<file path="src/rtl/mc_ctrl_pkg.sv">
// Shared encodings for the multi-cycle MIPS control FSM: state numbering,
// opcode values, datapath mux-select codes and the bundled control word.
package mc_ctrl_pkg;

  typedef enum logic [3:0] {
    S_FETCH     = 4'd0,
    S_DECODE    = 4'd1,
    S_MEM_ADDR  = 4'd2,
    S_MEM_READ  = 4'd3,
    S_MEM_WB    = 4'd4,
    S_MEM_WRITE = 4'd5,
    S_EXECUTE   = 4'd6,
    S_R_WB      = 4'd7,
    S_BRANCH    = 4'd8,
    S_JUMP      = 4'd9,
    S_IMM_EXEC  = 4'd10,
    S_IMM_WB    = 4'd11
  } state_t;

  localparam logic [5:0] OP_R    = 6'b000000;
  localparam logic [5:0] OP_LW   = 6'b100011;
  localparam logic [5:0] OP_SW   = 6'b101011;
  localparam logic [5:0] OP_BEQ  = 6'b000100;
  localparam logic [5:0] OP_J    = 6'b000010;
  localparam logic [5:0] OP_ADDI = 6'b001000;
  localparam logic [5:0] OP_ANDI = 6'b001100;
  localparam logic [5:0] OP_ORI  = 6'b001101;

  localparam logic [1:0] ALU_ADD   = 2'b00;
  localparam logic [1:0] ALU_SUB   = 2'b01;
  localparam logic [1:0] ALU_FUNCT = 2'b10;
  localparam logic [1:0] ALU_LOGIC = 2'b11;

  localparam logic [1:0] SRCB_B    = 2'b00;
  localparam logic [1:0] SRCB_FOUR = 2'b01;
  localparam logic [1:0] SRCB_IMM  = 2'b10;
  localparam logic [1:0] SRCB_BR   = 2'b11;

  localparam logic [1:0] PCS_ALU    = 2'b00;
  localparam logic [1:0] PCS_ALUOUT = 2'b01;
  localparam logic [1:0] PCS_JUMP   = 2'b10;

  typedef struct packed {
    logic       pc_write;
    logic       pc_write_cond;
    logic       i_or_d;
    logic       mem_read;
    logic       mem_write;
    logic       ir_write;
    logic       mem_to_reg;
    logic       reg_write;
    logic       reg_dst;
    logic       alu_src_a;
    logic [1:0] alu_src_b;
    logic [1:0] alu_op;
    logic [1:0] pc_source;
    logic       aluout_we;
    logic       illegal_op;
  } ctrl_t;

endpackage

</file>
<file path="src/rtl/multicycle_ctrl.sv">
// Main control FSM of the multi-cycle MIPS datapath. Only the state is
// registered; every control output is decoded from state, opcode and mem_ready.
module multicycle_ctrl
  import mc_ctrl_pkg::*;
#(
  parameter int OPCODE_WIDTH = 6,
  parameter int STATE_WIDTH  = 4
) (
  input  logic                    clk,
  input  logic                    rst_n,
  input  logic [OPCODE_WIDTH-1:0] opcode,
  input  logic                    mem_ready,
  input  logic                    zero,
  output logic                    pc_write,
  output logic                    pc_write_cond,
  output logic                    i_or_d,
  output logic                    mem_read,
  output logic                    mem_write,
  output logic                    ir_write,
  output logic                    mem_to_reg,
  output logic                    reg_write,
  output logic                    reg_dst,
  output logic                    alu_src_a,
  output logic [1:0]              alu_src_b,
  output logic [1:0]              alu_op,
  output logic [1:0]              pc_source,
  output logic                    aluout_we,
  output logic                    illegal_op,
  output logic [STATE_WIDTH-1:0]  state
);

  state_t state_q, state_d;
  ctrl_t  ctrl;

  // The branch comparison is applied in the datapath PC gate, not here.
  logic unused_zero;
  assign unused_zero = zero;

  always_ff @(posedge clk or negedge rst_n) begin
    if (!rst_n) state_q <= S_FETCH;
    else        state_q <= state_d;
  end

  always_comb begin
    state_d = state_q;
    case (state_q)
      S_FETCH:     if (mem_ready) state_d = S_DECODE;
      S_DECODE: begin
        case (opcode)
          OP_LW, OP_SW:              state_d = S_MEM_ADDR;
          OP_R:                      state_d = S_EXECUTE;
          OP_BEQ:                    state_d = S_BRANCH;
          OP_J:                      state_d = S_JUMP;
          OP_ADDI, OP_ANDI, OP_ORI:  state_d = S_IMM_EXEC;
          default:                   state_d = S_FETCH;
        endcase
      end
      S_MEM_ADDR: begin
        if (opcode == OP_LW)      state_d = S_MEM_READ;
        else if (opcode == OP_SW) state_d = S_MEM_WRITE;
        else                      state_d = S_FETCH;
      end
      S_MEM_READ:  if (mem_ready) state_d = S_MEM_WB;
      S_MEM_WRITE: if (mem_ready) state_d = S_FETCH;
      S_EXECUTE:   state_d = S_R_WB;
      S_IMM_EXEC:  state_d = S_IMM_WB;
      S_MEM_WB, S_R_WB, S_IMM_WB, S_BRANCH, S_JUMP: state_d = S_FETCH;
      default:     state_d = S_FETCH;
    endcase
  end

  // Gating on rst_n keeps FETCH's memory read and every write enable low
  // while reset is held, even though the state already reads FETCH.
  always_comb begin
    ctrl = '0;
    if (rst_n) begin
      case (state_q)
        S_FETCH: begin
          ctrl.mem_read  = 1'b1;
          ctrl.alu_src_b = SRCB_FOUR;
          ctrl.ir_write  = mem_ready;
          ctrl.pc_write  = mem_ready;
        end
        S_DECODE: begin
          ctrl.alu_src_b = SRCB_BR;
          ctrl.aluout_we = 1'b1;
          case (opcode)
            OP_R, OP_LW, OP_SW, OP_BEQ, OP_J,
            OP_ADDI, OP_ANDI, OP_ORI: ctrl.illegal_op = 1'b0;
            default:                  ctrl.illegal_op = 1'b1;
          endcase
        end
        S_MEM_ADDR: begin
          ctrl.alu_src_a = 1'b1;
          ctrl.alu_src_b = SRCB_IMM;
          ctrl.aluout_we = 1'b1;
        end
        S_MEM_READ: begin
          ctrl.mem_read = 1'b1;
          ctrl.i_or_d   = 1'b1;
        end
        S_MEM_WRITE: begin
          ctrl.mem_write = 1'b1;
          ctrl.i_or_d    = 1'b1;
        end
        S_MEM_WB: begin
          ctrl.reg_write  = 1'b1;
          ctrl.mem_to_reg = 1'b1;
        end
        S_EXECUTE: begin
          ctrl.alu_src_a = 1'b1;
          ctrl.alu_src_b = SRCB_B;
          ctrl.alu_op    = ALU_FUNCT;
          ctrl.aluout_we = 1'b1;
        end
        S_R_WB: begin
          ctrl.reg_write = 1'b1;
          ctrl.reg_dst   = 1'b1;
        end
        S_IMM_EXEC: begin
          ctrl.alu_src_a = 1'b1;
          ctrl.alu_src_b = SRCB_IMM;
          ctrl.aluout_we = 1'b1;
          ctrl.alu_op    = (opcode == OP_ADDI) ? ALU_ADD : ALU_LOGIC;
        end
        S_IMM_WB:    ctrl.reg_write = 1'b1;
        S_BRANCH: begin
          ctrl.alu_src_a     = 1'b1;
          ctrl.alu_src_b     = SRCB_B;
          ctrl.alu_op        = ALU_SUB;
          ctrl.pc_write_cond = 1'b1;
          ctrl.pc_source     = PCS_ALUOUT;
        end
        S_JUMP: begin
          ctrl.pc_write  = 1'b1;
          ctrl.pc_source = PCS_JUMP;
        end
        default: ctrl = '0;
      endcase
    end
  end

  assign pc_write      = ctrl.pc_write;
  assign pc_write_cond = ctrl.pc_write_cond;
  assign i_or_d        = ctrl.i_or_d;
  assign mem_read      = ctrl.mem_read;
  assign mem_write     = ctrl.mem_write;
  assign ir_write      = ctrl.ir_write;
  assign mem_to_reg    = ctrl.mem_to_reg;
  assign reg_write     = ctrl.reg_write;
  assign reg_dst       = ctrl.reg_dst;
  assign alu_src_a     = ctrl.alu_src_a;
  assign alu_src_b     = ctrl.alu_src_b;
  assign alu_op        = ctrl.alu_op;
  assign pc_source     = ctrl.pc_source;
  assign aluout_we     = ctrl.aluout_we;
  assign illegal_op    = ctrl.illegal_op;
  assign state         = STATE_WIDTH'(state_q);

endmodule

</file>
<file path="config.mk">
export PLATFORM = sky130hd
export DESIGN_NAME = multicycle_ctrl
export DESIGN_NICKNAME = d
export VERILOG_FILES = /design/src/rtl/mc_ctrl_pkg.sv /design/src/rtl/multicycle_ctrl.sv
export SDC_FILE = /design/constraint.sdc
export NUM_CORES = 1
export LEC_CHECK = 0
export CORE_MARGIN = 4
export CORE_UTILIZATION = 37
export DETAILED_ROUTE_END_ITERATION = 10
export GPL_TIMING_DRIVEN = 0
export PLACE_DENSITY = 0.79
export SLEW_MARGIN = 20
export SYNTH_ARGS = -nofsm -noshare
export SYNTH_HDL_FRONTEND = slang
export SYNTH_SLANG_ARGS = --single-unit
</file>
<file path="constraint.sdc">
create_clock -name clk -period 1.7 [get_ports clk]
set_input_delay 0.425 -clock clk [delete_from_list [all_inputs] [get_ports clk]]
set_output_delay 0.425 -clock clk [all_outputs]
set_load 0.01 [all_outputs]
</file>
==> flow_summary.rst, run 1 <==
.. list-table::
   :header-rows: 1

   * - Metric
     - Value
   * - Number of buffers created by CTS
     - 3
   * - Synthesized net count
     - 96
   * - Input/output buffers
     - 30
   * - Post-place setup slack
     - -1.00 ns
   * - RD Place Congestion
     - 0.924
   * - Commonest cells post-synth
     - 13 x sky130_fd_sc_hd__nor2_1, 10 x sky130_fd_sc_hd__nand2_1, 8 x sky130_fd_sc_hd__a21oi_1
   * - Number of enable-type register cells in the synthesized netlist
     - 0
   * - Adder-Cell Fraction of Synth Area
     - 0%
   * - Synthesized-area fraction occupied by ao, oa, aoi and oai cells
     - 22.8%
   * - Prevailing post-synth register cell
     - sky130_fd_sc_hd__dfrtp_1
   * - Cell with the most instances after synthesis
     - sky130_fd_sc_hd__nor2_1
   * - Effective utilization at floorplan
     - 41.3%
   * - Maximum clock insertion buffer count
     - 2
   * - Last reported worst endpoint of the global-route repair pass
     - alu_op[0]
   * - CTS Hold Buffers Added
     - 0
   * - Num Clock Sinks
     - 4
   * - Area contributors post-synth
     - sky130_fd_sc_hd__dfrtp_1 18%, sky130_fd_sc_hd__nor2_1 8.6%, sky130_fd_sc_hd__a21oi_1 7.0%, sky130_fd_sc_hd__nand2_1 6.6%, sky130_fd_sc_hd__nor3_1 5.3%
   * - Largest area contributor in the netlist
     - sky130_fd_sc_hd__dfrtp_1
   * - Final HPWL from detailed placement
     - 1.44 mm
   * - Distinct cells, synth
     - 34
   * - Main combinational cell family by area after synthesis
     - simple AND/OR/NAND/NOR gates
   * - Num rows
     - 13
   * - H-tree depth
     - 1
   * - Multiplexer share of the synthesized area
     - 1.75%
   * - Post-Synth XOR/XNOR Area
     - 1.54%
   * - Category of the worst endpoint
     - primary output
   * - Seq/Total Area, Yosys
     - 17.5%
   * - Stage where the flow stopped
     - 5_1_grt
   * - Synth Warn #
     - 0
   * - Number of placed I/O pins
     - 32
   * - X dimension of the die
     - 47.3 µm
   * - Simple-gate share of the synthesized area
     - 50.0%
   * - Area share of the largest cell type after synthesis
     - 17.5%
   * - Run status
     - did not finish
   * - Die outline height
     - 47.3 µm
   * - Error text reported by the tool
     - [ERROR DPL-0038] Utilization greater than 100%, impossible to legalize
   * - Flip-flop and latch count after synthesis
     - 4
   * - Share of synthesized registers carrying an async set or reset
     - 100%
   * - Netlist area before placement
     - 571 µm²
   * - Pin count of the biggest net entering global routing
     - 10
   * - Instance count of the mapped netlist
     - 86
   * - CTS root buf
     - sky130_fd_sc_hd__clkbuf_4
   * - Mean post-synth cell area
     - 6.63 µm²
through the flow:
stage	utilization [%]	instances	setup TNS, ns	cell area [µm²]
2_1_floorplan	-	86	-0.0746	577
3_3_place_gp	64.8	131	-15.50	896
3_5_place_dp	64.8	131	-15.61	896
4_1_cts	94.0	169	-1.20	1300
cells by family after synthesis:
group	after synthesis
AND/OR/NAND/NOR	52
AO/OA/AOI/OAI	20
buffers and inverters	8
flip-flops	4
XOR/XNOR	1
multiplexers	1
what timing repair did:
item | CTS
pin swaps | 18
buffers inserted | 35
resized for setup | 171
setup endpoints to repair | 21
==> run 2, diff against run 1 <==
CORE_AREA = 4 4 65 67   (was not set)
CORE_MARGIN = not set   (was 4)
CORE_UTILIZATION = not set   (was 37)
DIE_AREA = 0 0 69 71   (was not set)
PLACE_DENSITY = not set   (was 0.79)
PLACE_DENSITY_LB_ADDON = 0.15   (was not set)
==> run 2 against run 1 <==
Against the previous run:
- the flow now finishes, with violations (setup timing)
- synthesized cell count unchanged
- area after synthesis unchanged
==> flow_summary.rst, run 2 <==
.. list-table::
   :header-rows: 1

   * - Metric
     - Value
   * - Hold Crit Class
     - in -> async
   * - Most common cell after layout, fill and taps aside
     - sky130_fd_sc_hd__buf_4
   * - Maximum net fanout on the critical path
     - 6
   * - Antenna Cells
     - 0
   * - Crit Path Class
     - reg -> out
   * - Seq/Total Area, Yosys
     - 17.5%
   * - Input/output buffers
     - 30
   * - Remaining max-slew budget at the tightest pin
     - 82.0%
   * - Die outline height
     - 71 µm
   * - Synth Warn #
     - 0
   * - Vias in the first global route
     - 956
   * - Area growth from synthesis to layout
     - 155%
   * - Register share of total power
     - 13.1%
   * - Critical path required time
     - 1.27 ns
   * - X dimension of the die
     - 69 µm
   * - Run status
     - complete, but fails checks
   * - DRT iter0 DRCs
     - 40
   * - Total die area
     - 4900 µm²
   * - CTS root buf
     - sky130_fd_sc_hd__clkbuf_8
   * - Final HPWL from detailed placement
     - 1.77 mm
   * - Distinct cells, synth
     - 34
   * - CTS Hold Buffers Added
     - 0
   * - Transition time at the pin with the least slew margin
     - 0.266 ns
   * - Achievable Freq
     - 526 MHz
   * - Largest area contributor in the netlist
     - sky130_fd_sc_hd__dfrtp_1
   * - Nature of the critical path startpoint
     - flop
   * - Global-route wire length before repair
     - 4.60 mm
   * - Crit path DAT
     - 1.47 ns
   * - Post-place setup slack
     - -1.02 ns
   * - Mean post-synth cell area
     - 6.63 µm²
   * - Placeable core region
     - 3630 µm²
   * - Clock Power Share
     - 17.3%
   * - Number of hold violations in the final report
     - 0
   * - Setup repair after global routing missed its margin
     - yes
   * - Instance count of the mapped netlist
     - 86
   * - CTS tree
     - built
   * - Switching share of power
     - 41.5%
   * - Number of cells on the worst reg-to-reg path
     - 6
   * - Fillers
     - 377
   * - Drt via density
     - 4.62
   * - H-tree depth
     - 1
   * - Area contributors post-synth
     - sky130_fd_sc_hd__dfrtp_1 18%, sky130_fd_sc_hd__nor2_1 8.6%, sky130_fd_sc_hd__a21oi_1 7.0%, sky130_fd_sc_hd__nand2_1 6.6%, sky130_fd_sc_hd__nor3_1 5.3%
   * - RD Place Congestion
     - 0.815
   * - Relative contribution of combinational cells to total power
     - 69.6%
   * - Cell with the most instances after synthesis
     - sky130_fd_sc_hd__nor2_1
   * - Number of pins with negative max-slew slack in the final report
     - 0
   * - Worst Slack Setup Final
     - -0.200 ns
   * - Met1 Use GR
     - 12.6%
   * - Number of buffers created by CTS
     - 3
   * - Leakage power
     - 0.000653 µW
   * - Number of antenna violations at the first check in global routing
     - 0
   * - Netlist area before placement
     - 571 µm²
   * - Commonest cells post-synth
     - 13 x sky130_fd_sc_hd__nor2_1, 10 x sky130_fd_sc_hd__nand2_1, 8 x sky130_fd_sc_hd__a21oi_1
   * - Fin Hold WS
     - 0.0827 ns
   * - Share of final-layout standard cells stronger than drive strength 1
     - 76.3%
   * - Total global routing overflow
     - 0
   * - Violations in the final reports
     - setup timing
   * - Most utilized layer in the global route result
     - met2
   * - Endpoint type of the worst setup path
     - output pin
   * - Average routed wire per standard cell
     - 14.3 µm
   * - Flip-flop and latch count after synthesis
     - 4
   * - Share of synthesized registers carrying an async set or reset
     - 100%
   * - Share of the clock period used by the worst path
     - 112%
   * - Post-placement cell count
     - 164
   * - Minimum clock period
     - 1.90 ns
   * - Maximum clock insertion buffer count
     - 2
   * - Remaining design rule violation count
     - 0
   * - Count of endpoints failing setup in the final report
     - 17
   * - Prevailing post-synth register cell
     - sky130_fd_sc_hd__dfrtp_1
   * - CTS clk-pin slew, worst paths
     - 0.03 ns
   * - Max FFs per register
     - 4
   * - Pin count of the biggest net entering global routing
     - 11
   * - Drt pass-1 iters
     - 4
   * - ANT nets after route
     - 0
   * - Area share of the largest cell type after synthesis
     - 17.5%
   * - Via count
     - 923
   * - Worst-case clock skew
     - 0.00111 ns
   * - Met3 track demand over resource
     - 2.56%
   * - Power density normalized to cell area
     - 775 nW/µm²
   * - Worst vdd ir
     - 0.403 mV
   * - Total net switching power
     - 468 µW
   * - Number of nets in the final layout
     - 164
   * - Non-filler instance count after layout
     - 200
   * - Internal power
     - 659 µW
   * - Num rows
     - 22
   * - Highest-count cells in the layout ignoring fill and taps
     - 27 x sky130_fd_sc_hd__buf_4, 18 x sky130_fd_sc_hd__buf_2, 12 x sky130_fd_sc_hd__buf_6, 6 x sky130_fd_sc_hd__nor2_4, 6 x sky130_fd_sc_hd__nand2_1
   * - Met2 Resource Use GR
     - 21.0%
   * - Clk Latency, worst-skew pair
     - 0.21 ns
   * - Overall global routing resource usage
     - 11.4%
   * - Effective utilization at floorplan
     - 15.7%
   * - Number of placed I/O pins
     - 32
   * - WL final
     - 2.86 mm
   * - Synthesized net count
     - 96
   * - Max_cap viols
     - 0
   * - Post-layout utilization of the core
     - 40.0%
   * - Number of enable-type register cells in the synthesized netlist
     - 0
   * - Num Clock Sinks
     - 4
==> run 2: cell counts after synthesis <==
No cell type changed its count.
==> run 2: final timing paths <==
check | endpoint | slack, ns | startpoint
hold reg to reg | state[1] | 0.78 | state[0]
max in group asynchronous | state[3] | 1.39 | rst_n
setup reg to reg | state[2] | 0.07 | state[2]
setup / recovery | alu_op[0] | -0.20 | state[2]
hold / removal | state[0] | 0.08 | rst_n
min in group clk | state[1] | 0.74 | opcode[4]
==> run 2: critical path: stages (launching register included) <==
cell,delay [ns]
sky130_fd_sc_hd__dfrtp_1,0.39
sky130_fd_sc_hd__buf_6,0.15
sky130_fd_sc_hd__nand3b_1,0.23
sky130_fd_sc_hd__buf_4,0.19
sky130_fd_sc_hd__a211oi_2,0.14
sky130_fd_sc_hd__buf_2,0.16
==> run 2: per-layer routing <==
metal  routed length, µm  up-vias
li1                    -      450
met1                1130      442
met2                1530       25
met3                 141        6
met4                  59        0
met5                   0        -
==> run 2: repair_timing <==
item | CTS | global route
endpoints found under the setup margin | 23 | 19
setup buffers | 27 | 6
gates resized for setup | 158 | 37
pin swaps | 16 | 12
==> run 2: logic make-up (layout without fill, tap and decap cells) <==
family          after synthesis  count (layout)  synth area share, %
simple gates                 52              52                 50.0
buf+inv                       8              74                 6.36
flops                         4               4                 17.5
xor+xnor                      1               1                 1.54
compound gates               20              20                 22.8
mux                           1               1                 1.75
==> run 2: area by class of cell <==
type	count	area (µm²)	share of cell area [%]
sequential	4	104	7.15
inverter	3	11.3	0.775
buffer	5	63.8	4.39
timing repair buffer	63	495	34.1
tap	48	60.1	4.13
clock buffer	3	41.3	2.84
multi-input combinational	74	677	46.6
==> run 2: stage by stage <==
stage          TNS [ns]  total power (µW)  instance area, µm²
2_1_floorplan   -0.0746               392                 577
6_report          -1.84              1130                1450
3_3_place_gp     -16.20               620                 937
3_5_place_dp     -16.34               617                 937
5_1_grt           -3.11              1200                1450
4_1_cts           -1.39              1000                1270
==> run 2: power by group through the flow <==
stage	sequential, µW	clock, µW	combinational, µW
4_1_cts	146	201	656
5_1_grt	151	212	840
6_report	147	195	784
3_5_place_dp	141	0	476
3_3_place_gp	141	0	478
2_1_floorplan	142	0	250
Note: power is estimated with default switching activity, not from simulation.
